==> src/rtl/cpu_pkg.sv <==
// Shared definitions for the EX-stage iterative multiply/divide engine:
// FSM state encoding, operation codes and the default word width.
package cpu_pkg;

  localparam int MD_WIDTH = 16;

  typedef enum logic [1:0] {
    IDLE = 2'd0,
    RUN  = 2'd1,
    FIX  = 2'd2
  } md_state_e;

  localparam logic OP_MUL = 1'b0;
  localparam logic OP_DIV = 1'b1;

endpackage

==> src/rtl/md_iter_core.sv <==
// Unsigned iteration datapath: shift-add multiply or restoring shift-subtract
// divide on operand magnitudes, one step per step_i cycle.
module md_iter_core
  import cpu_pkg::*;
#(
  parameter int WIDTH = MD_WIDTH
) (
  input  logic             clk,
  input  logic             reset,
  input  logic             load_i,
  input  logic             step_i,
  input  logic             op_i,
  input  logic [WIDTH-1:0] a_mag_i,
  input  logic [WIDTH-1:0] b_mag_i,
  output logic [WIDTH-1:0] hi_o,
  output logic [WIDTH-1:0] lo_o
);

  logic [WIDTH-1:0] hi_q, hi_d;
  logic [WIDTH-1:0] lo_q, lo_d;
  logic [WIDTH-1:0] b_q;
  logic             op_q;

  logic [WIDTH:0]   mul_sum;
  logic [WIDTH:0]   div_shift;
  logic             div_ge;

  // hi holds the partial product (mul) or partial remainder (div);
  // lo holds the multiplier being shifted out or the dividend/quotient.
  always_comb begin
    mul_sum   = {1'b0, hi_q} + {1'b0, (lo_q[0] ? b_q : '0)};
    div_shift = {hi_q, lo_q[WIDTH-1]};
    div_ge    = div_shift >= {1'b0, b_q};
    hi_d      = hi_q;
    lo_d      = lo_q;
    if (op_q == OP_MUL) begin
      hi_d = mul_sum[WIDTH:1];
      lo_d = {mul_sum[0], lo_q[WIDTH-1:1]};
    end else begin
      hi_d = div_ge ? (div_shift[WIDTH-1:0] - b_q) : div_shift[WIDTH-1:0];
      lo_d = {lo_q[WIDTH-2:0], div_ge};
    end
  end

  always_ff @(posedge clk) begin
    if (reset) begin
      hi_q <= '0;
      lo_q <= '0;
      b_q  <= '0;
      op_q <= OP_MUL;
    end else if (load_i) begin
      hi_q <= '0;
      lo_q <= a_mag_i;
      b_q  <= b_mag_i;
      op_q <= op_i;
    end else if (step_i) begin
      hi_q <= hi_d;
      lo_q <= lo_d;
    end
  end

  assign hi_o = hi_q;
  assign lo_o = lo_q;

endmodule

==> src/rtl/mul_div_unit.sv <==
// Iterative signed multiply/divide for the EX stage: IDLE/RUN/FIX sequencer,
// iteration counter and sign correction around the unsigned md_iter_core.
module mul_div_unit
  import cpu_pkg::*;
#(
  parameter int WIDTH = MD_WIDTH
) (
  input  logic             clk,
  input  logic             reset,
  input  logic             start,
  input  logic             op,
  input  logic             flush,
  input  logic [WIDTH-1:0] a,
  input  logic [WIDTH-1:0] b,
  output logic [WIDTH-1:0] result,
  output logic [WIDTH-1:0] result_hi,
  output logic             busy,
  output logic             done,
  output logic             div_by_zero
);

  localparam int CW = $clog2(WIDTH + 1);

  function automatic logic [WIDTH-1:0] neg_if(input logic n, input logic [WIDTH-1:0] x);
    return n ? (~x + 1'b1) : x;
  endfunction

  md_state_e        state_q;
  logic [CW-1:0]    cnt_q;
  logic             op_q, neg_lo_q, neg_hi_q, dbz_q;
  logic [WIDTH-1:0] result_q, result_hi_q;
  logic             busy_q, done_q, dbz_flag_q;

  logic             accept, step;
  logic [WIDTH-1:0] a_mag, b_mag, core_hi, core_lo;
  logic [2*WIDTH-1:0] prod, prod_fix;

  assign accept   = (state_q == IDLE) && start && !flush;
  assign step     = (state_q == RUN) && !flush;
  assign a_mag    = neg_if(a[WIDTH-1], a);
  assign b_mag    = neg_if(b[WIDTH-1], b);
  assign prod     = {core_hi, core_lo};
  assign prod_fix = neg_lo_q ? (~prod + 1'b1) : prod;

  md_iter_core #(.WIDTH(WIDTH)) u_core (
    .clk     (clk),
    .reset   (reset),
    .load_i  (accept),
    .step_i  (step),
    .op_i    (op),
    .a_mag_i (a_mag),
    .b_mag_i (b_mag),
    .hi_o    (core_hi),
    .lo_o    (core_lo)
  );

  always_ff @(posedge clk) begin
    if (reset) begin
      state_q     <= IDLE;
      cnt_q       <= '0;
      op_q        <= OP_MUL;
      neg_lo_q    <= 1'b0;
      neg_hi_q    <= 1'b0;
      dbz_q       <= 1'b0;
      result_q    <= '0;
      result_hi_q <= '0;
      busy_q      <= 1'b0;
      done_q      <= 1'b0;
      dbz_flag_q  <= 1'b0;
    end else begin
      done_q <= 1'b0;
      case (state_q)
        IDLE: begin
          if (accept) begin
            op_q       <= op;
            neg_lo_q   <= a[WIDTH-1] ^ b[WIDTH-1];
            neg_hi_q   <= a[WIDTH-1];
            dbz_q      <= (op == OP_DIV) && (b == '0);
            dbz_flag_q <= 1'b0;
            cnt_q      <= CW'(WIDTH);
            busy_q     <= 1'b1;
            state_q    <= ((op == OP_DIV) && (b == '0)) ? FIX : RUN;
          end
        end
        RUN: begin
          if (flush) begin
            state_q <= IDLE;
            busy_q  <= 1'b0;
          end else begin
            cnt_q <= cnt_q - 1'b1;
            if (cnt_q == CW'(1)) state_q <= FIX;
          end
        end
        FIX: begin
          state_q <= IDLE;
          busy_q  <= 1'b0;
          if (!flush) begin
            done_q <= 1'b1;
            // Divide-by-zero skips RUN, so the core still holds |a| in lo.
            if (dbz_q) begin
              result_q    <= '1;
              result_hi_q <= neg_if(neg_hi_q, core_lo);
              dbz_flag_q  <= 1'b1;
            end else if (op_q == OP_MUL) begin
              result_q    <= prod_fix[WIDTH-1:0];
              result_hi_q <= prod_fix[2*WIDTH-1:WIDTH];
            end else begin
              result_q    <= neg_if(neg_lo_q, core_lo);
              result_hi_q <= neg_if(neg_hi_q, core_hi);
            end
          end
        end
        default: begin
          state_q <= IDLE;
          busy_q  <= 1'b0;
        end
      endcase
    end
  end

  assign result      = result_q;
  assign result_hi   = result_hi_q;
  assign busy        = busy_q;
  assign done        = done_q;
  assign div_by_zero = dbz_flag_q;

endmodule

==> config.mk <==
export PLATFORM = sky130hd
export DESIGN_NAME = mul_div_unit
export DESIGN_NICKNAME = d
export VERILOG_FILES = /design/src/rtl/cpu_pkg.sv /design/src/rtl/md_iter_core.sv /design/src/rtl/mul_div_unit.sv
export SDC_FILE = /design/constraint.sdc
export NUM_CORES = 1
export LEC_CHECK = 0
export CAP_MARGIN = 20
export CORE_MARGIN = 5
export CORE_UTILIZATION = 40
export DETAILED_ROUTE_END_ITERATION = 6
export SYNTH_ARGS = -nofsm -noshare
export SYNTH_HDL_FRONTEND = slang
export SYNTH_SLANG_ARGS = --single-unit
export TNS_END_PERCENT = 20
==> constraint.sdc <==
create_clock -name clk -period 3.3 [get_ports clk]
set_input_delay 0.99 -clock clk [delete_from_list [all_inputs] [get_ports clk]]
set_output_delay 0.99 -clock clk [all_outputs]
set_load 0.005 [all_outputs]
# == Word-level counts from Yosys, hierarchy flattened ==
# Cells that the tools add are included.
# word_totals
register_bits,95
word_cells,91
input_bits,37
# op_classes
n_reduce_logical,18
addsub,8
n_eq_ne,9
n_bitwise,8
mux,32
n_lt_le_gt_ge,1
# op_table
cell,n
two-way mux 16 bit,15
adder 16 x 1 -> 16 bit (second input constant),4
NOT 16 bit,4
adder 32 x 1 -> 32 bit (second input constant),1
two-way mux 32 bit,1
NOT 32 bit,1
adder 16 x 16 -> 17 bit,1
>= comparator 17 x 16 -> 1 bit,1
logical NOT 16 bit,1
subtractor 16 bit,1
two-way mux 5 bit,2
!= test 2 bit (second input constant),5
one-hot mux 5 bit (2 select lines),1
two-way mux 2 bit,4
AND reduction 2 bit,4
two-way mux 1 bit,6
nonzero test 2 bit,3
== test 5 x 1 -> 1 bit (second input constant),1
subtractor 5 x 1 -> 5 bit (second input constant),1
logical AND 1 bit,4
one-hot mux 1 bit (2 select lines),2
one-hot mux 2 bit (2 select lines),1
AND reduction 4 bit,1
OR reduction 2 bit,2
other kinds (8),9

# == Longest topological paths before layout ==
# Gate-level depths: netlist (run 1).
# logic_depth
word_depth,5
ltp_mapped,13

# == By module ==
# Synthesis (run 1) repeated with hierarchy kept, for this count alone.
# unflattened
hier_cells,994
area_unflattened_um2,7628.6
# modules_own_cells
module,cells_each,seq_area_each_um2,instances,area_each_um2
md_iter_core,501,980.9,1,3978.8
mul_div_unit,493,920.9,1,3649.8

# == Worst setup path after synthesis (run 1) ==
# OpenSTA, ideal clock, no wires.
# synth_timing
kind,input -> register
startpoint,input a[1]
endpoint,"register u_core.lo_q[13], in the netlist u_core.lo_o[13]"
path_slack_ns,0.435
stages,6
t_arrival_ns,2.780
setup_time_ns,0.086
n_path_buf,0
cell_sequence,or4_4 or3_4 or4_4 o21ai_0 xor2_1 a211oi_1
# synth_via
elab_chain_cells,4
# synth_lines
item,line_no,text
from (decl),mul_div_unit.sv:13,"input logic [WIDTH-1:0] a,"
NOT 16 bit,mul_div_unit.sv:25,return n ? (~x + 1'b1) : x;
adder 16 x 1 -> 16 bit,mul_div_unit.sv:25,
two-way mux 16 bit,mul_div_unit.sv:25,
two-way mux 16 bit,md_iter_core.sv:51,end else if (load_i) begin
to (signal assigned),md_iter_core.sv:53,lo_q <= a_mag_i;
to (signal assigned),md_iter_core.sv:58,lo_q <= lo_d;
to (decl),md_iter_core.sv:20,"logic [WIDTH-1:0] lo_q, lo_d;"
# Every way passes these cells.
# A chain may end at the register's enable or synchronous reset.

# == Worst setup path after layout (run 1) ==
# Ends and elaborated chain as after synthesis.

==> results.json, run 1 <==
{
  "ys_seq_area_frac": 0.2669,
  "fin_ws_ps": 291.7,
  "port_buffers": 71,
  "syn_nets": 1013,
  "irDropWorstVdd_uv": 320.9,
  "worst_pin_slew_ps": 884.4,
  "grt_antenna_before_repair": 0,
  "final_common_cell": "nor2_1",
  "grt_max_degree": 47,
  "synth_edf_count": 0,
  "final_cell_mix": "nor2_1 (104), dfxtp_1 (95), nand2_1 (93)",
  "dieArea_mm2": 0.02058,
  "grt_pass1_vias": 6402,
  "cp.arrival_ps": 3280,
  "die_w_um": 143.5,
  "clock_path_buffers": 2,
  "leakagePower_nw": 3.317,
  "period_share": 0.9116,
  "detailedRoute.firstIterationViolations": 450,
  "ys_async_sr_fraction": 0,
  "via_count": 6834,
  "status": "completed",
  "ios": 72,
  "yosys.area.top_type_share": 0.2669,
  "nNetsFinal": 1094,
  "n_antenna_cell": 0,
  "clk_pin_slew_ps": 70,
  "drc": 0,
  "ys_seq_elements": 95,
  "synth.avg_cell_area_um2": 7.611,
  "drive_gt1_frac": 0.09491,
  "cts_tree": "yes",
  "cts_max_level": 3,
  "rsz0062_at_grt": "false",
  "skew_ps": 7.010,
  "cts_sinks": 95,
  "placed_area_mm2": 0.008353,
  "initial_core_util": 0.4105,
  "clk_latency_ps": 360,
  "cp_max_fo": 3,
  "cts_root_buf": "clkbuf_16",
  "post-cts-setup-buffers": 0,
  "core_area_mm2": 0.01736,
  "grt_remaining_overflow": 0,
  "maxCapViolations": 0,
  "num_rows": 48,
  "avgViaCountPerCell": 5.480,
  "fp.dieH_um": 143.5,
  "final_area_mm2": 0.008663,
  "netlist_area_mm2": 0.007124,
  "routabilityCongestion": 0.8954,
  "area.growth.synth_to_final_pct": 21.60,
  "drv_slew": 0,
  "synthFlopType": "dfxtp_1",
  "syn_inst": 936,
  "hold_violations": 0,
  "ys_types": 64,
  "hold_path.class": "reg2reg",
  "drt_pass1_iterations": 5,
  "fmax_mhz": 332.4,
  "grt_pass1_wl_mm": 32.82,
  "slew_headroom": 0.4059,
  "routedWlPerCell_um": 16.37,
  "cp_data_required_time_ps": 3570,
  "setup_viol": 0,
  "cts_hold_buf": 0,
  "cp-start-kind": "input pin",
  "synth_area_leaders": "dfxtp_1 (27%), xor2_1 (7.1%), ha_1 (6.7%)",
  "ant_nets": 0,
  "grt.total_usage": 0.1991,
  "fin_crit_ps": 3008,
  "crit_path_end_kind": "flip-flop",
  "yosys.area.top_type": "dfxtp_1",
  "cts_resized": 0,
  "fill_cells": 1751,
  "critPathKind": "in2reg",
  "wirelength_mm": 20.41,
  "cts_buffers": 9,
  "pre_cts_ws_ps": -64.90,
  "hpwlAfterDp_mm": 15.86,
  "ys_warn_count": 0,
  "cellPowerDensity_mw_per_mm2": 359.5
}
==> through the flow <==
step	util	TNS [ps]	hold WS, ps	power [mW]	std cells
finish	0.4991	0	450.4	3.115	1247
floorplan	-	0	448.2	1.782	936
detailed placement	0.4813	-108.0	444.6	2.041	1231
CTS	0.4991	0	452.3	3.151	1247
global placement	0.4813	-102.5	441.9	2.039	1231
global route	0.4991	0	482.3	3.273	1247
==> area by class of cell <==
cell class | count | area, um^2 | share of cell area
clock buffer | 10 | 229.0 | 0.02643
clock inverter | 6 | 81.33 | 0.009388
tap | 225 | 281.5 | 0.03250
sequential | 95 | 1902 | 0.2195
inverter | 35 | 131.4 | 0.01516
multi-input combinational | 743 | 4867 | 0.5618
timing repair buffer | 133 | 1171 | 0.1352
==> layer usage <==
metal | part of all wire | routed length (um) | GRT usage | vias to the layer above
met5 | 0 | 0 | 0 | -
met4 | 0.018 | 359 | 0.06145 | 0
met3 | 0.053 | 1076 | 0.03827 | 22
met2 | 0.45 | 9204 | 0.3182 | 151
met1 | 0.48 | 9770 | 0.2725 | 3152
li1 | - | - | - | 3509
==> cell usage after synthesis, types with 3 or more instances <==
library cell / instances
o21bai_1: 3
inv_1: 34
nor2b_1: 4
buf_2: 5
nor4_1: 9
o21a_1: 7
nor3_1: 22
mux2i_1: 27
xnor2_1: 40
o21ai_0: 56
buf_1: 3
or2_2: 4
ha_1: 38
nand4_1: 7
nand3_1: 13
o22ai_1: 10
or3_1: 14
xor2_1: 58
o41ai_1: 5
or4_1: 3
and3_1: 6
a21o_1: 11
nand2_1: 93
o31ai_1: 10
nand2b_1: 11
dfxtp_1: 95
o21ai_1: 3
a21oi_1: 69
a31oi_1: 6
nor3b_1: 3
clkbuf_1: 55
and2_1: 3
nand3b_1: 3
o211ai_1: 10
a211oi_1: 49
nor2_1: 104
a22oi_1: 7
==> cells by family (layout without fill, tap and decap cells) <==
| logic type | count (synthesis) | count (layout) | share of synthesized area |
|---|---|---|---|
| DFF | 95 | 95 | 0.2669 |
| muxes | 29 | 29 | 0.04110 |
| AOI/OAI and AO/OA | 269 | 269 | 0.2439 |
| buffers and inverters | 98 | 184 | 0.05251 |
| xor gates and xnor gates | 98 | 98 | 0.1205 |
| and+or+nand+nor | 307 | 307 | 0.2027 |
| adders and majority gates | 40 | 40 | 0.07236 |
==> flip-flops by register name (all words and copies together), names as in the netlist, 2 cells and up <==
name         flops
u_core.b_q      16
result_hi       16
u_core.hi_o     16
cnt_q            5
result          16
state_q          2
u_core.lo_o     16
==> path summary, 6_finish.rpt <==
path	start	to	slack, ps	cells after the start
worst min-delay path	result_hi[12]	result_hi[12]	450	2
worst max register to register	u_core.lo_o[0]	u_core.hi_o[14]	290	11
worst max-delay path	a[1]	u_core.lo_o[13]	290	7
worst min register to register	result_hi[12]	result_hi[12]	450	2
==> power by group <==
group | total (mW) | switching [mW] | internal [mW]
combinational | 0.777 | 0.435 | 0.341
sequential | 1.24 | 0.0581 | 1.18
clock | 1.10 | 0.494 | 0.601
==> critical path, cell delays in order <==
cell and delay (ps):
clkdlybuf4s50_1 430, or4_4 540, or3_4 390, or4_4 430
o21ai_0 200, xor2_1 90, a211oi_1 210
No activity file was read; power rests on OpenSTA's default activity.
==> run 2: changes to the inputs <==
- CELL_PAD_IN_SITES_DETAIL_PLACEMENT: default -> 1
- CELL_PAD_IN_SITES_GLOBAL_PLACEMENT: default -> 2
- CORE_UTILIZATION: 40 -> 35
- CTS_BUF_LIST: default -> sky130_fd_sc_hd__clkbuf_8
- PLACE_DENSITY_LB_ADDON: default -> 0.1
==> run 2 against run 1 <==
  * Count of clock-buffer cells in the layout fell by 1
  * Core utilization is 6.9 points lower
  * Critical endpoint is now u_core.hi_o[14]
  * Largest power group unchanged
  * Clock skew up 5.6 ps
  * Critical path type is now reg2reg
  * Fmax fell by 0.79%
  * Combinational power is 6.7% higher
  * Highest routed layer unchanged
  * Worst hold slack gained 6.0 ps
  * Sequential share of layout area about the same
==> results.json, run 2 (synthesis gave the netlist of run 1 again) <==
{
  "cp_max_fo": 12,
  "p_clk_frac": 0.259,
  "cts_tree": "yes",
  "cp_data_required_time_ps": 3570,
  "num_rows": 52,
  "drc": 0,
  "slew_headroom": 0.3758,
  "grt_remaining_overflow": 0,
  "die_w_um": 152.7,
  "maxCapViolations": 0,
  "final_cell_mix": "nor2_1 (104), dfxtp_1 (95), nand2_1 (93)",
  "cts_buffers": 9,
  "crit_path_end_kind": "flip-flop",
  "grt.total_usage": 0.2117,
  "post-cts-setup-buffers": 0,
  "ff2ff_setup_slack_ps": 270,
  "cts_max_level": 3,
  "skew_ps": 12.57,
  "r2r_start": "u_core.lo_o[0]",
  "regToRegEndpoint": "u_core.hi_o[14]",
  "area.growth.synth_to_final_pct": 21.83,
  "detailedRoute.firstIterationViolations": 300,
  "pwr-share-seq": 0.445,
  "endpoint": "u_core.hi_o[14]",
  "cp-start-kind": "flip-flop",
  "clock_path_buffers": 2,
  "setup_viol": 0,
  "timing.hold.ws_ps": 456.4,
  "grt_max_degree": 48,
  "hold_violations": 0,
  "cellPowerDensity_mw_per_mm2": 322.7,
  "crit_chain": "clkinv_1 > buf_4 > buf_4 > nor2_1 > ha_1 > a21oi_1 > o21ai_0 > o21bai_1 > a31oi_1 > o21ai_0 > xnor2_1 > a2111oi_1",
  "pre_cts_ws_ps": -91.96,
  "cp.arrival_ps": 3300,
  "tns_ps": 0,
  "period_share": 0.9189,
  "clk_pin_slew_ps": 100,
  "hpwlAfterDp_mm": 20.56,
  "n_antenna_cell": 0,
  "routabilityCongestion": 0.8882,
  "via_count": 7084,
  "grt_antenna_before_repair": 0,
  "nNetsFinal": 1104,
  "fill_cells": 2464,
  "p_int_mw": 1.809,
  "drive_gt1_frac": 0.1028,
  "max_stage_delay_ps": 390,
  "critPathBufInv": 3,
  "critPathKind": "reg2reg",
  "clk_latency_ps": 390,
  "fin_crit_ps": 3032,
  "fin_ws_ps": 267.8,
  "leakagePower_nw": 3.312,
  "grt_pass1_vias": 7427,
  "placed_area_mm2": 0.008509,
  "hold_path.class": "reg2reg",
  "crit_start": "u_core.lo_o[0]",
  "comb_power_share": 0.296,
  "final_common_cell": "nor2_1",
  "dieArea_mm2": 0.02331,
  "swShare": 0.3543,
  "port_buffers": 71,
  "instances_no_fill": 1301,
  "routedWlPerCell_um": 19.30,
  "r2r.worst_path.cells": 12,
  "cp_top_family": "compound AO/OA/AOI/OAI gates",
  "fmax_mhz": 329.8,
  "drt_pass1_iterations": 5,
  "wirelength_mm": 25.11,
  "dp_cells": 1286,
  "cts_root_buf": "clkbuf_8",
  "initial_core_util": 0.3532,
  "critPathSlowestCell": "a2111oi_1",
  "core_area_mm2": 0.02017,
  "worst_pin_slew_ps": 932.8,
  "ios": 72,
  "fp.dieH_um": 152.7,
  "crit_cells": 12,
  "grt_pass1_wl_mm": 40.35,
  "ant_nets": 0,
  "switching_power_mw": 0.9926,
  "drv_slew": 0,
  "cts_sinks": 95,
  "final_area_mm2": 0.008680,
  "avgViaCountPerCell": 5.445,
  "status": "completed",
  "cts_resized": 0,
  "cts_hold_buf": 0,
  "irDropWorstVdd_uv": 161.3
}
[run 2: cell count changes in the layout (fill, tap and decap cells not counted), moves of 2 or more]
cell       delta
clkbuf_16     -9
inv_1         +2
buf_12        +2
clkbuf_8      +9
buf_4         +8
[run 2: tightest hold or removal path: cells and delay by family (launching register included)]
kind	cells	cell delay, ps
and+or+nand+nor	1	50
DFF	1	320
AOI/OAI and AO/OA	1	50
[run 2: worst min path at each step]
stage                       start       endpoint  slack [ps]  depth (start not counted)
finish              result_hi[12]  result_hi[12]         460                          2
global route        result_hi[12]  result_hi[12]         480                          2
CTS                 result_hi[12]  result_hi[12]         460                          2
detailed placement  result_hi[12]  result_hi[12]         440                          2
global placement    result_hi[13]  result_hi[13]         440                          2
floorplan            result_hi[0]   result_hi[0]         450                          2
[run 2: layout make-up]
cell class / count / area (um^2) / area share
Multi-Input combinational cell: 743 / 4873 / 0.5615
Sequential cell: 95 / 1902 / 0.2191
Timing Repair Buffer: 143 / 1271 / 0.1465
Tap cell: 270 / 337.8 / 0.03892
Inverter: 35 / 131.4 / 0.01514
Clock buffer: 9 / 123.9 / 0.01427
Clock inverter: 6 / 40.04 / 0.004613
[run 2: power groups by stage]
stage / clock, mW / combinational, mW / sequential (mW)
after floorplan: 0 / 0.553 / 1.23
after global placement: 0 / 0.814 / 1.27
after detailed placement: 0 / 0.832 / 1.27
after CTS: 0.754 / 0.834 / 1.24
after global routing: 0.781 / 0.909 / 1.25
final: 0.727 / 0.829 / 1.25
[run 2: metrics by stage]
stage / utilization / total power, mW
2_1_floorplan: - / 1.782
3_3_place_gp: 0.4219 / 2.084
3_5_place_dp: 0.4219 / 2.104
4_1_cts: 0.4300 / 2.833
5_1_grt: 0.4303 / 2.943
6_report: 0.4303 / 2.801
[run 2: metal layers]
metal / global-route usage / up-vias / part of all wire
met5: 0 / - / 0
met4: 0.05515 / 0 / 0.017
met3: 0.02244 / 20 / 0.029
met2: 0.3789 / 95 / 0.50
met1: 0.2715 / 3457 / 0.45
li1: - / 3512 / -
==> run 3: changes to the inputs <==
- GPL_ROUTABILITY_DRIVEN: default -> 1
==> results of run 3 <==
No change in the layout: final DEF, timing and power equal those of run 2.
